`src/rtl/matrix_loader_pkg.sv`:
```
// Shared types and helpers for the matrix loader: FSM states, error codes, size limits.
// The optional parity feature is selected with the LOADER_PARITY_EN macro in matrix_loader.
package matrix_loader_pkg;

    localparam int LOADER_MAX_N = 32;
    localparam int LOADER_CNT_W = 11;

    typedef enum logic [2:0] {
        L_IDLE,
        L_LOAD_A,
        L_LOAD_B,
        L_KICK,
        L_ERROR
    } loader_state_t;

    typedef enum logic [1:0] {
        LE_NONE,
        LE_BAD_N,
        LE_ADDR_OVF,
        LE_PARITY
    } loader_err_t;

    // True when a region of `words` starting at `base` runs past the top of a 2^aw memory.
    function automatic logic region_overflows(input logic [31:0] base,
                                              input logic [31:0] words,
                                              input int unsigned aw);
        return (base + words) > (32'd1 << aw);
    endfunction

endpackage

```
`src/rtl/matrix_addr_gen.sv`:
```
// Element index counter for one matrix phase: produces base+idx and flags the last word.
// The index wraps to zero on the last step so the next phase starts without a bubble.
module matrix_addr_gen
    import matrix_loader_pkg::*;
#(
    parameter int AW = 12,
    parameter int CW = LOADER_CNT_W
) (
    input  logic          clk,
    input  logic          rst,
    input  logic          clear,
    input  logic          step,
    input  logic [AW-1:0] base,
    input  logic [CW-1:0] nn,
    output logic [AW-1:0] addr,
    output logic          last
);

    logic [CW-1:0] idx_q;
    logic [CW-1:0] idx_d;

    assign addr = base + AW'(idx_q);
    assign last = (idx_q == (nn - 1'b1));

    always_comb begin
        idx_d = idx_q;
        if (clear) begin
            idx_d = '0;
        end else if (step) begin
            idx_d = last ? '0 : idx_q + 1'b1;
        end
    end

    always_ff @(posedge clk or posedge rst) begin
        if (rst) begin
            idx_q <= '0;
        end else begin
            idx_q <= idx_d;
        end
    end

endmodule

```
`src/rtl/matrix_loader.sv`:
```
// Host-to-memory loader: streams matrix A then B (n*n words each) into memory, then kicks
// the controller. Define LOADER_PARITY_EN to add an even-parity MSB on in_data.
module matrix_loader
    import matrix_loader_pkg::*;
#(
    parameter int WIDTH = 16,
    parameter int MAX_N = LOADER_MAX_N,
    parameter int AW    = 12
) (
    input  logic                clk,
    input  logic                rst,
    input  logic                load,
    input  logic                abort,
    input  logic [8:0]          n,
    input  logic [AW-1:0]       addr_A,
    input  logic [AW-1:0]       addr_B,
    input  logic                in_valid,
`ifdef LOADER_PARITY_EN
    input  logic [WIDTH:0]      in_data,
`else
    input  logic [WIDTH-1:0]    in_data,
`endif
    output logic                in_ready,
    output logic [AW-1:0]       mem_addr,
    output logic [WIDTH-1:0]    mem_data,
    output logic                mem_wren,
    output logic                loader_busy,
    output logic                start_out,
    output logic [1:0]          err,
    output logic [10:0]         words_done,
    output loader_state_t       dbg_state_o
);

    localparam int CW = LOADER_CNT_W;

    loader_state_t     state_q;
    loader_err_t       err_q;
    logic [17:0]       nn_q;
    logic [CW-1:0]     nn_load_q;
    logic [AW-1:0]     addr_a_q;
    logic [AW-1:0]     addr_b_q;
    logic [AW-1:0]     mem_addr_q;
    logic [WIDTH-1:0]  mem_data_q;
    logic              mem_wren_q;
    logic              start_q;
    logic [10:0]       words_done_q;

    logic              loading;
    logic              accept;
    logic              parity_ok;
    logic              bad_n;
    logic              addr_ovf;
    logic [AW-1:0]     gen_base;
    logic [AW-1:0]     gen_addr;
    logic              gen_last;

    // Handshake: a word transfers on a cycle where in_valid and in_ready are both high.
    // in_ready is high only while loading and drops in the same cycle as an abort, so an
    // aborting cycle never consumes a host word.
    assign loading  = (state_q == L_LOAD_A) || (state_q == L_LOAD_B);
    assign in_ready = loading && !abort;
    assign accept   = in_valid && in_ready;

`ifdef LOADER_PARITY_EN
    assign parity_ok = ~(^in_data);
`else
    assign parity_ok = 1'b1;
`endif

    // Size checks use n*n registered last cycle, so n must be stable one cycle before load.
    assign bad_n    = (n == 9'd0) || (32'(n) > 32'(MAX_N));
    assign addr_ovf = region_overflows(32'(addr_A), 32'(nn_q), AW)
                   || region_overflows(32'(addr_B), 32'(nn_q), AW);
    assign gen_base = (state_q == L_LOAD_B) ? addr_b_q : addr_a_q;

    matrix_addr_gen #(
        .AW (AW),
        .CW (CW)
    ) u_addr_gen (
        .clk   (clk),
        .rst   (rst),
        .clear (!loading),
        .step  (accept && parity_ok),
        .base  (gen_base),
        .nn    (nn_load_q),
        .addr  (gen_addr),
        .last  (gen_last)
    );

    always_ff @(posedge clk or posedge rst) begin
        if (rst) begin
            state_q      <= L_IDLE;
            err_q        <= LE_NONE;
            nn_q         <= '0;
            nn_load_q    <= '0;
            addr_a_q     <= '0;
            addr_b_q     <= '0;
            mem_addr_q   <= '0;
            mem_data_q   <= '0;
            mem_wren_q   <= 1'b0;
            start_q      <= 1'b0;
            words_done_q <= '0;
        end else begin
            mem_wren_q <= 1'b0;
            start_q    <= 1'b0;
            nn_q       <= {9'd0, n} * {9'd0, n};
            if (abort) begin
                state_q <= L_IDLE;
            end else begin
                case (state_q)
                    L_IDLE, L_ERROR: begin
                        if (load) begin
                            if (bad_n) begin
                                state_q <= L_ERROR;
                                err_q   <= LE_BAD_N;
                            end else if (addr_ovf) begin
                                state_q <= L_ERROR;
                                err_q   <= LE_ADDR_OVF;
                            end else begin
                                state_q      <= L_LOAD_A;
                                err_q        <= LE_NONE;
                                words_done_q <= '0;
                                addr_a_q     <= addr_A;
                                addr_b_q     <= addr_B;
                                nn_load_q    <= nn_q[CW-1:0];
                            end
                        end
                    end
                    L_LOAD_A, L_LOAD_B: begin
                        if (accept) begin
                            if (!parity_ok) begin
                                state_q <= L_ERROR;
                                err_q   <= LE_PARITY;
                            end else begin
                                mem_wren_q   <= 1'b1;
                                mem_addr_q   <= gen_addr;
                                mem_data_q   <= in_data[WIDTH-1:0];
                                // 11 bits wraps at n=32 (2048 words); the count is informational.
                                words_done_q <= words_done_q + 11'd1;
                                if (gen_last) begin
                                    state_q <= (state_q == L_LOAD_A) ? L_LOAD_B : L_KICK;
                                end
                            end
                        end
                    end
                    L_KICK: begin
                        start_q <= 1'b1;
                        state_q <= L_IDLE;
                    end
                    default: state_q <= L_IDLE;
                endcase
            end
        end
    end

    assign mem_addr    = mem_addr_q;
    assign mem_data    = mem_data_q;
    assign mem_wren    = mem_wren_q;
    assign loader_busy = loading || (state_q == L_KICK);
    assign start_out   = start_q;
    assign err         = err_q;
    assign words_done  = words_done_q;
    assign dbg_state_o = state_q;

endmodule

```
`config.mk`:
```
export PLATFORM = sky130hd
export DESIGN_NAME = matrix_loader
export DESIGN_NICKNAME = d
export VERILOG_FILES = /design/src/rtl/matrix_loader_pkg.sv /design/src/rtl/matrix_addr_gen.sv /design/src/rtl/matrix_loader.sv
export SDC_FILE = /design/constraint.sdc
export NUM_CORES = 1
export LEC_CHECK = 0
export ABC_CLOCK_PERIOD_IN_PS = 8400
export CORE_MARGIN = 5
export CORE_UTILIZATION = 55
export CTS_CLUSTER_DIAMETER = 50
export DETAILED_ROUTE_END_ITERATION = 16
export GPL_TIMING_DRIVEN = 0
export PLACE_DENSITY = 0.85
export SKIP_LAST_GASP = 1
export SYNTH_ARGS = -nofsm -noshare
export SYNTH_HDL_FRONTEND = slang
export SYNTH_SLANG_ARGS = --single-unit
```
`constraint.sdc`:
```
create_clock -name clk -period 8.4 [get_ports clk]
set_input_delay 1.26 -clock clk [delete_from_list [all_inputs] [get_ports clk]]
set_output_delay 1.26 -clock clk [all_outputs]
set_load 0.02 [all_outputs]
```
==> key figures, run 1 <==
Cells and area
  – FF+latch area: 0.002703 sq mm
  – Area delta synth->final: 18.58%
  – Share of layout cells above drive strength 1: 3.950%
  – Antenna diodes: 0
  – Layout fillers: 1195
  – # nets final: 1195
  – Final Util: 66.02%
  – Multi-input gate area: 0.005219 sq mm

Clocking
  – CTS max path bufs: 2
  – Cts hold-fix bufs: 0
  – Worst skew pair latency: 0.36 ns
  – Post-CTS Setup Bufs: 0
  – CTS tree: yes
  – Post_cts resized: 0
  – Clock transition at path regs: 0.08 ns
  – TritonCTS Buffers: 9
  – Root buf cell: clkbuf_16
  – H-tree Lvls: 3
  – Clock sinks: 108

Placement
  – Port Buffer Count: 100
  – Final HPWL DP: 15450 um
  – GP Congestion: 0.8939
  – Place WS: 1.781 ns

Critical path
  – Crit path max-delay family: adder cells
  – FF-to-FF Start: nn_q[7]
  – CP required: 8.67 ns
  – Startpoint types: input pin
  – Crit Path Max Fanout: 9
  – Slowest stage cell, crit path: fa_1
  – Critical path class: in -> reg
  – Critical path cell sequence: clkdlybuf4s50_1, clkbuf_1, nand2_1, inv_1, fa_1, fa_1, ha_1, inv_1, fa_1, inv_1, ha_1, a21o_1, a21oi_1, o21bai_1, a21oi_1, o21a_1, o21ai_0, o41ai_1, o21bai_1, a21oi_1, xor2_1
  – WP buf/inv: 5
  – Arrival time worst endpoint: 6.58 ns
  – Endpoint type of the worst setup path: flop
  – Internal reg-to-reg setup slack: 4.13 ns
  – Worst R2R End: addr_b_q[3]
  – Worst reg2reg path depth: 13
  – Slowest Stage Delay on Critical Path: 0.59 ns

Worst hold path
  – Worst Hold Depth: 2
  – Worst Hold Class: reg -> reg
  – Hold EP: mem_addr[0]
  – Min-delay src: mem_addr[0]

Detailed routing
  – Antenna-violating nets left: 0
  – Iteration-0 DRC Markers: 515
  – Final wirelength: 19810 um
  – Detailed Routing Iterations Pass 1: 5
  – DR vias: 7078
  – Drt via density: 5.773
  – WL per Instance: 16.16 um
  – Drt drc: 0

Pwr
  – Pwr dens: 200.7 mW/mm^2
  – P_leak: 4.869 nW
  – Peak supply drop: 0.0001387 V

Yosys
  – Yosys cell types: 58
  – Post-synth EDFFs: 0
  – Async SR Flop Fraction: 100.0%
  – Synthesis Warnings: 0
  – Main synth FF type: dfrtp_1
  – Synth Register Bits: 108
  – Synth Area per Inst: 9.156 sq um
  – Mapped cell area: 0.008433 sq mm
  – Cells after Synth: 921
  – Syn_nets: 1083
  – Register area share after synthesis: 32.05%

Global route
  – Total congestion overflow: 0
  – Pin count of the biggest net entering global routing: 56
  – Total track usage: 22.78%
  – Initial antenna violation count: 0
  – Vias in the first global route: 6910
  – First-pass GRT wire length: 33290 um

Timing
  – Min setup slack post-route: 2.091 ns
  – Clock Skews: 0.01152 ns
  – Hold Violations, Final: 0
  – Setup TNS: 0 ns
  – Slew headroom: 55.46%
  – Minimum clock period: 6.309 ns
  – Final Slew Violations: 0
  – Slew @ Worst Pin: 0.6681 ns
  – Peak Freq: 158.5 MHz
  – RSZ-0062 raised after global routing: false
  – Final setup fails: 0
  – Final Cycle Share: 75.10%

Floorplan
  – I/O pins: 102
  – Die Wd: 133.8 um
  – Die height: 133.8 um
  – Die area: 0.01791 sq mm
  – Initial cell density of the core: 55.68%
  – Core ar.: 0.01515 sq mm
  – Row cnt: 45

Flow run
  – Maxcap violations: 0

Status
  – Status: finished clean
==> flip-flops by register name, summed over array words and instances (netlist names), 3 cells and up <==
signal and count:
addr_a_q 12, addr_b_q 12, dbg_state_o 3, mem_addr 12, mem_data 16, nn_load_q 10
nn_q 17, u_addr_gen.idx_q 11, words_done 11
==> worst max-delay path by stage <==
stage               end  startpoint  cells past startpoint
2_1_floorplan  nn_q[17]        n[6]                     20
3_3_place_gp   nn_q[17]        n[4]                     21
3_5_place_dp   nn_q[17]        n[5]                     20
4_1_cts        nn_q[17]        n[5]                     20
5_1_grt        nn_q[17]        n[4]                     21
6_report       nn_q[17]        n[4]                     21
==> layer usage <==
metal	GRT usage, %	share of wire [%]
met1	29.60	43
met4	6.400	2.0
met3	3.488	5.7
met5	0	0
met2	39.67	49
==> stage by stage <==
stage	total power [mW]	hold WS (ns)	instances	instance area (sq um)
final	2.007	0.4770	1226	10000
after global routing	2.160	0.4990	1226	10000
after CTS	2.007	0.4810	1226	10000
after detailed placement	1.562	0.4613	1210	9699
after global placement	1.537	0.4563	1209	9669
after floorplan	1.335	0.4522	921	8433
==> cell families after synthesis <==
group,Yosys count,synth area share [%]
flops,108,32.05
fa+ha+maj,108,19.32
compound gates,183,14.01
mux,54,7.107
simple gates,289,16.37
buf+inv,130,6.068
xor+xnor,49,5.089
==> synth_stat cells, drive strengths merged (14+ instances only) <==
| master | count | area share (%) |
|---|---|---|
| a21o | 15 | 1.3 |
| a21oi | 40 | 2.4 |
| and2 | 21 | 1.6 |
| and3 | 14 | 1.0 |
| clkbuf | 23 | 1.0 |
| dfrtp | 108 | 32 |
| fa | 37 | 8.8 |
| ha | 71 | 11 |
| inv | 103 | 4.6 |
| mux2 | 47 | 6.3 |
| nand2 | 124 | 5.5 |
| nand3 | 16 | 0.95 |
| nor2 | 46 | 2.2 |
| nor3 | 16 | 0.95 |
| o21ai | 55 | 3.3 |
| xnor2 | 30 | 3.1 |
| xor2 | 19 | 2.0 |
==> cells in the final DEF, fill, tap and decap left out, types with 12 or more instances in the layout <==
master / synthesis / routed
and2_1: 21 / 21
dfrtp_1: 108 / 108
o21ai_0: 51 / 51
and3_1: 14 / 14
xor2_1: 19 / 19
nor2_1: 45 / 45
nor3_1: 16 / 16
inv_1: 103 / 102
a21o_1: 15 / 15
mux2_1: 34 / 34
fa_1: 37 / 37
mux2_2: 13 / 13
xnor2_1: 30 / 30
clkbuf_1: 23 / 23
ha_1: 71 / 71
nand2b_1: 12 / 12
clkdlybuf4s50_1: 0 / 100
nand2_1: 124 / 124
a21oi_1: 40 / 40
nand3_1: 16 / 16
==> power breakdown <==
group,switching [mW],internal [mW]
combinational,0.546,0.408
sequential,0.0506,0.572
clock,0.218,0.212
==> layout make-up <==
type	count	share of cell area (%)
Inverter	103	3.891
Clock buffer	9	2.252
Clock inverter	7	0.7508
Tap cell	188	2.352
Buffer	27	1.251
Sequential cell	108	27.03
Timing Repair Buffer	101	10.29
Multi-Input combinational cell	683	52.19
==> worst register-to-register path: cells and delay by family, from the launching register on <==
kind / cells / cell delay, ns
simple gates: 5 / 1.45
compound gates: 3 / 0.99
mux: 1 / 0.34
fa+ha+maj: 1 / 0.32
flops: 1 / 0.43
xor+xnor: 1 / 0.12
buf+inv: 2 / 0.52
Note: power is estimated with default switching activity, not from simulation.
==> run 2, diff against run 1 <==
--- a/config.mk
+++ b/config.mk
@@ -5,7 +5,7 @@
 export SDC_FILE = /design/constraint.sdc
 export NUM_CORES = 1
 export LEC_CHECK = 0
-export ABC_CLOCK_PERIOD_IN_PS = 8400
+export ABC_CLOCK_PERIOD_IN_PS = 6500
 export CORE_MARGIN = 5
 export CORE_UTILIZATION = 55
 export CTS_CLUSTER_DIAMETER = 50
==> constraint.sdc (replaced) <==
create_clock -name clk -period 6.5 [get_ports clk]
set_input_delay 0.975 -clock clk [delete_from_list [all_inputs] [get_ports clk]]
set_output_delay 0.975 -clock clk [all_outputs]
set_load 0.02 [all_outputs]
==> run 2 against run 1 <==
Compared with the run above: final cell count stayed put; clock skew hardly changed; sequential cell count stayed put; final area stayed put; wire length hardly changed; global-route usage stayed put; critical path depth stayed put; non-clock buffer count stayed put; largest power group unchanged.
==> key figures, run 2 (synthesized netlist as in run 1, its figures left out) <==
Placement
  – GP Congestion: 0.8939
  – Final HPWL DP: 15450 um
  – Port Buffer Count: 100
  – Area post-placement: 0.009699 sq mm

Timing
  – Final setup fails: 0
  – Hold Violations, Final: 0
  – Peak Freq: 166.1 MHz
  – Final Cycle Share: 92.61%
  – Clock Skews: 0.01181 ns
  – Minimum clock period: 6.020 ns
  – Setup TNS: 0 ns
  – Slew headroom: 55.31%
  – Final Slew Violations: 0
  – RSZ-0062 raised after global routing: false
  – Slew @ Worst Pin: 0.6703 ns

Global route
  – Total congestion overflow: 0
  – Initial antenna violation count: 0
  – Pin count of the biggest net entering global routing: 56
  – Total track usage: 22.78%
  – Vias in the first global route: 6910
  – First-pass GRT wire length: 33290 um

Clocking
  – Clock sinks: 108
  – Root buf cell: clkbuf_16
  – TritonCTS Buffers: 9
  – CTS max path bufs: 2
  – Clock transition at path regs: 0.08 ns
  – Post-CTS Setup Bufs: 0
  – Worst skew pair latency: 0.36 ns
  – H-tree Lvls: 3
  – CTS tree: yes

Critical path
  – Worst R2R End: addr_b_q[3]
  – Internal reg-to-reg setup slack: 2.22 ns
  – Critical path class: in -> reg
  – Crit Path Max Fanout: 9
  – Crit path max-delay family: adder cells
  – Worst reg2reg path depth: 13
  – Critical path cell sequence: clkdlybuf4s50_1, buf_1, nand2_1, inv_1, fa_1, fa_1, ha_1, inv_1, fa_1, inv_1, ha_1, a21o_1, a21oi_1, o21bai_1, a21oi_1, o21a_1, o21ai_0, o41ai_1, o21bai_1, a21oi_1, xor2_1
  – WP buf/inv: 5
  – Slowest stage cell, crit path: fa_1
  – Arrival time worst endpoint: 6.29 ns
  – Slowest Stage Delay on Critical Path: 0.59 ns
  – Startpoint types: input pin
  – CP required: 6.77 ns
  – FF-to-FF Start: nn_q[7]
  – Endpoint type of the worst setup path: flop

Floorplan
  – Initial cell density of the core: 55.68%
  – I/O pins: 102
  – Die area: 0.01791 sq mm
  – Core ar.: 0.01515 sq mm
  – Row cnt: 45
  – Die height: 133.8 um
  – Die Wd: 133.8 um

Cells and area
  – Most flops, register: nn_q
  – Final Cell Area: 0.01000 sq mm
  – Most frequent cells in the layout: nand2_1 (124), dfrtp_1 (108), inv_1 (102)
  – Share of layout cells above drive strength 1: 3.950%
  – # nets final: 1195
  – Max FFs per register: 17
  – Area delta synth->final: 18.58%
  – Antenna diodes: 0
  – Commonest non-fill, non-tap cell in the layout: nand2_1

Detailed routing
  – Drt via density: 5.768
  – Drt drc: 0
  – DR vias: 7071
  – Antenna-violating nets left: 0
  – Detailed Routing Iterations Pass 1: 5
  – WL per Instance: 16.16 um
  – Iteration-0 DRC Markers: 515
  – Final wirelength: 19820 um

Pwr
  – Pwr dens: 259.3 mW/mm^2
  – Peak supply drop: 0.0001792 V
  – P_leak: 4.869 nW

Worst hold path
  – Worst Hold Depth: 2
  – Hold EP: mem_addr[0]
  – Min-delay src: mem_addr[0]
  – Worst Hold Class: reg -> reg

Flow run
  – Maxcap violations: 0

Status
  – Status: finished clean
## run 2: worst max-delay path by stage
stage          endpoint  slack [ns]  startpoint  depth (start not counted)
2_1_floorplan  nn_q[17]        1.18        n[6]                         20
3_3_place_gp   nn_q[17]        0.30        n[4]                         21
3_5_place_dp   nn_q[17]        0.17        n[5]                         20
4_1_cts        nn_q[17]        0.48        n[5]                         20
5_1_grt        nn_q[17]       0.001        n[4]                         21
6_report       nn_q[17]        0.48        n[4]                         21
## run 2: final cells by class
class | instances | area [sq um]
Sequential cell | 108 | 2703
Multi-Input combinational cell | 683 | 5219
Tap cell | 188 | 235.2
Timing Repair Buffer | 101 | 1028
Inverter | 103 | 389.1
Buffer | 27 | 125.1
Clock buffer | 9 | 225.2
Fill cell | 1195 | 5146
Clock inverter | 7 | 75.07
## run 2: stage by stage
| step | total power [mW] | cells | utilization [%] | worst slack [ns] | hold WS, ns |
|---|---|---|---|---|---|
| after floorplan | 1.725 | 921 | - | 1.178 | 0.4522 |
| after global placement | 1.986 | 1209 | 63.84 | 0.2996 | 0.4563 |
| after detailed placement | 2.019 | 1210 | 64.04 | 0.1655 | 0.4613 |
| after CTS | 2.593 | 1226 | 66.02 | 0.4819 | 0.4810 |
| after global routing | 2.792 | 1226 | 66.02 | 0.001173 | 0.4990 |
| final | 2.593 | 1226 | 66.02 | 0.4802 | 0.4768 |
## run 2: routing by layer
layer / GRT usage (%) / part of all wire, % / up-vias
met5: 0 / 0 / -
met4: 6.400 / 2.0 / 0
met2: 39.67 / 49 / 241
li1: - / - / 3387
met1: 29.60 / 43 / 3409
met3: 3.488 / 5.7 / 34
## run 2: what timing repair did
action,in CTS,in global routing
endpoints found under the setup margin,0,1
resized for setup,0,1
hold buffers,0,0
## run 2: worst register-to-register path: cells and delay by family, from the launching register on
kind                     cells  cell delay, ns
buffers and inverters        2            0.52
AO/OA/AOI/OAI                3            0.99
flip-flops                   1            0.43
adder cells (fa/ha/maj)      1            0.32
XOR/XNOR                     1            0.12
multiplexers                 1            0.34
AND/OR/NAND/NOR              5            1.45
## run 2: power breakdown
| part | internal, mW | switching, mW | leakage, nW |
|---|---|---|---|
| combinational | 0.527 | 0.706 | 3.28 |
| clock | 0.274 | 0.281 | 0.145 |
| sequential | 0.739 | 0.0656 | 1.45 |
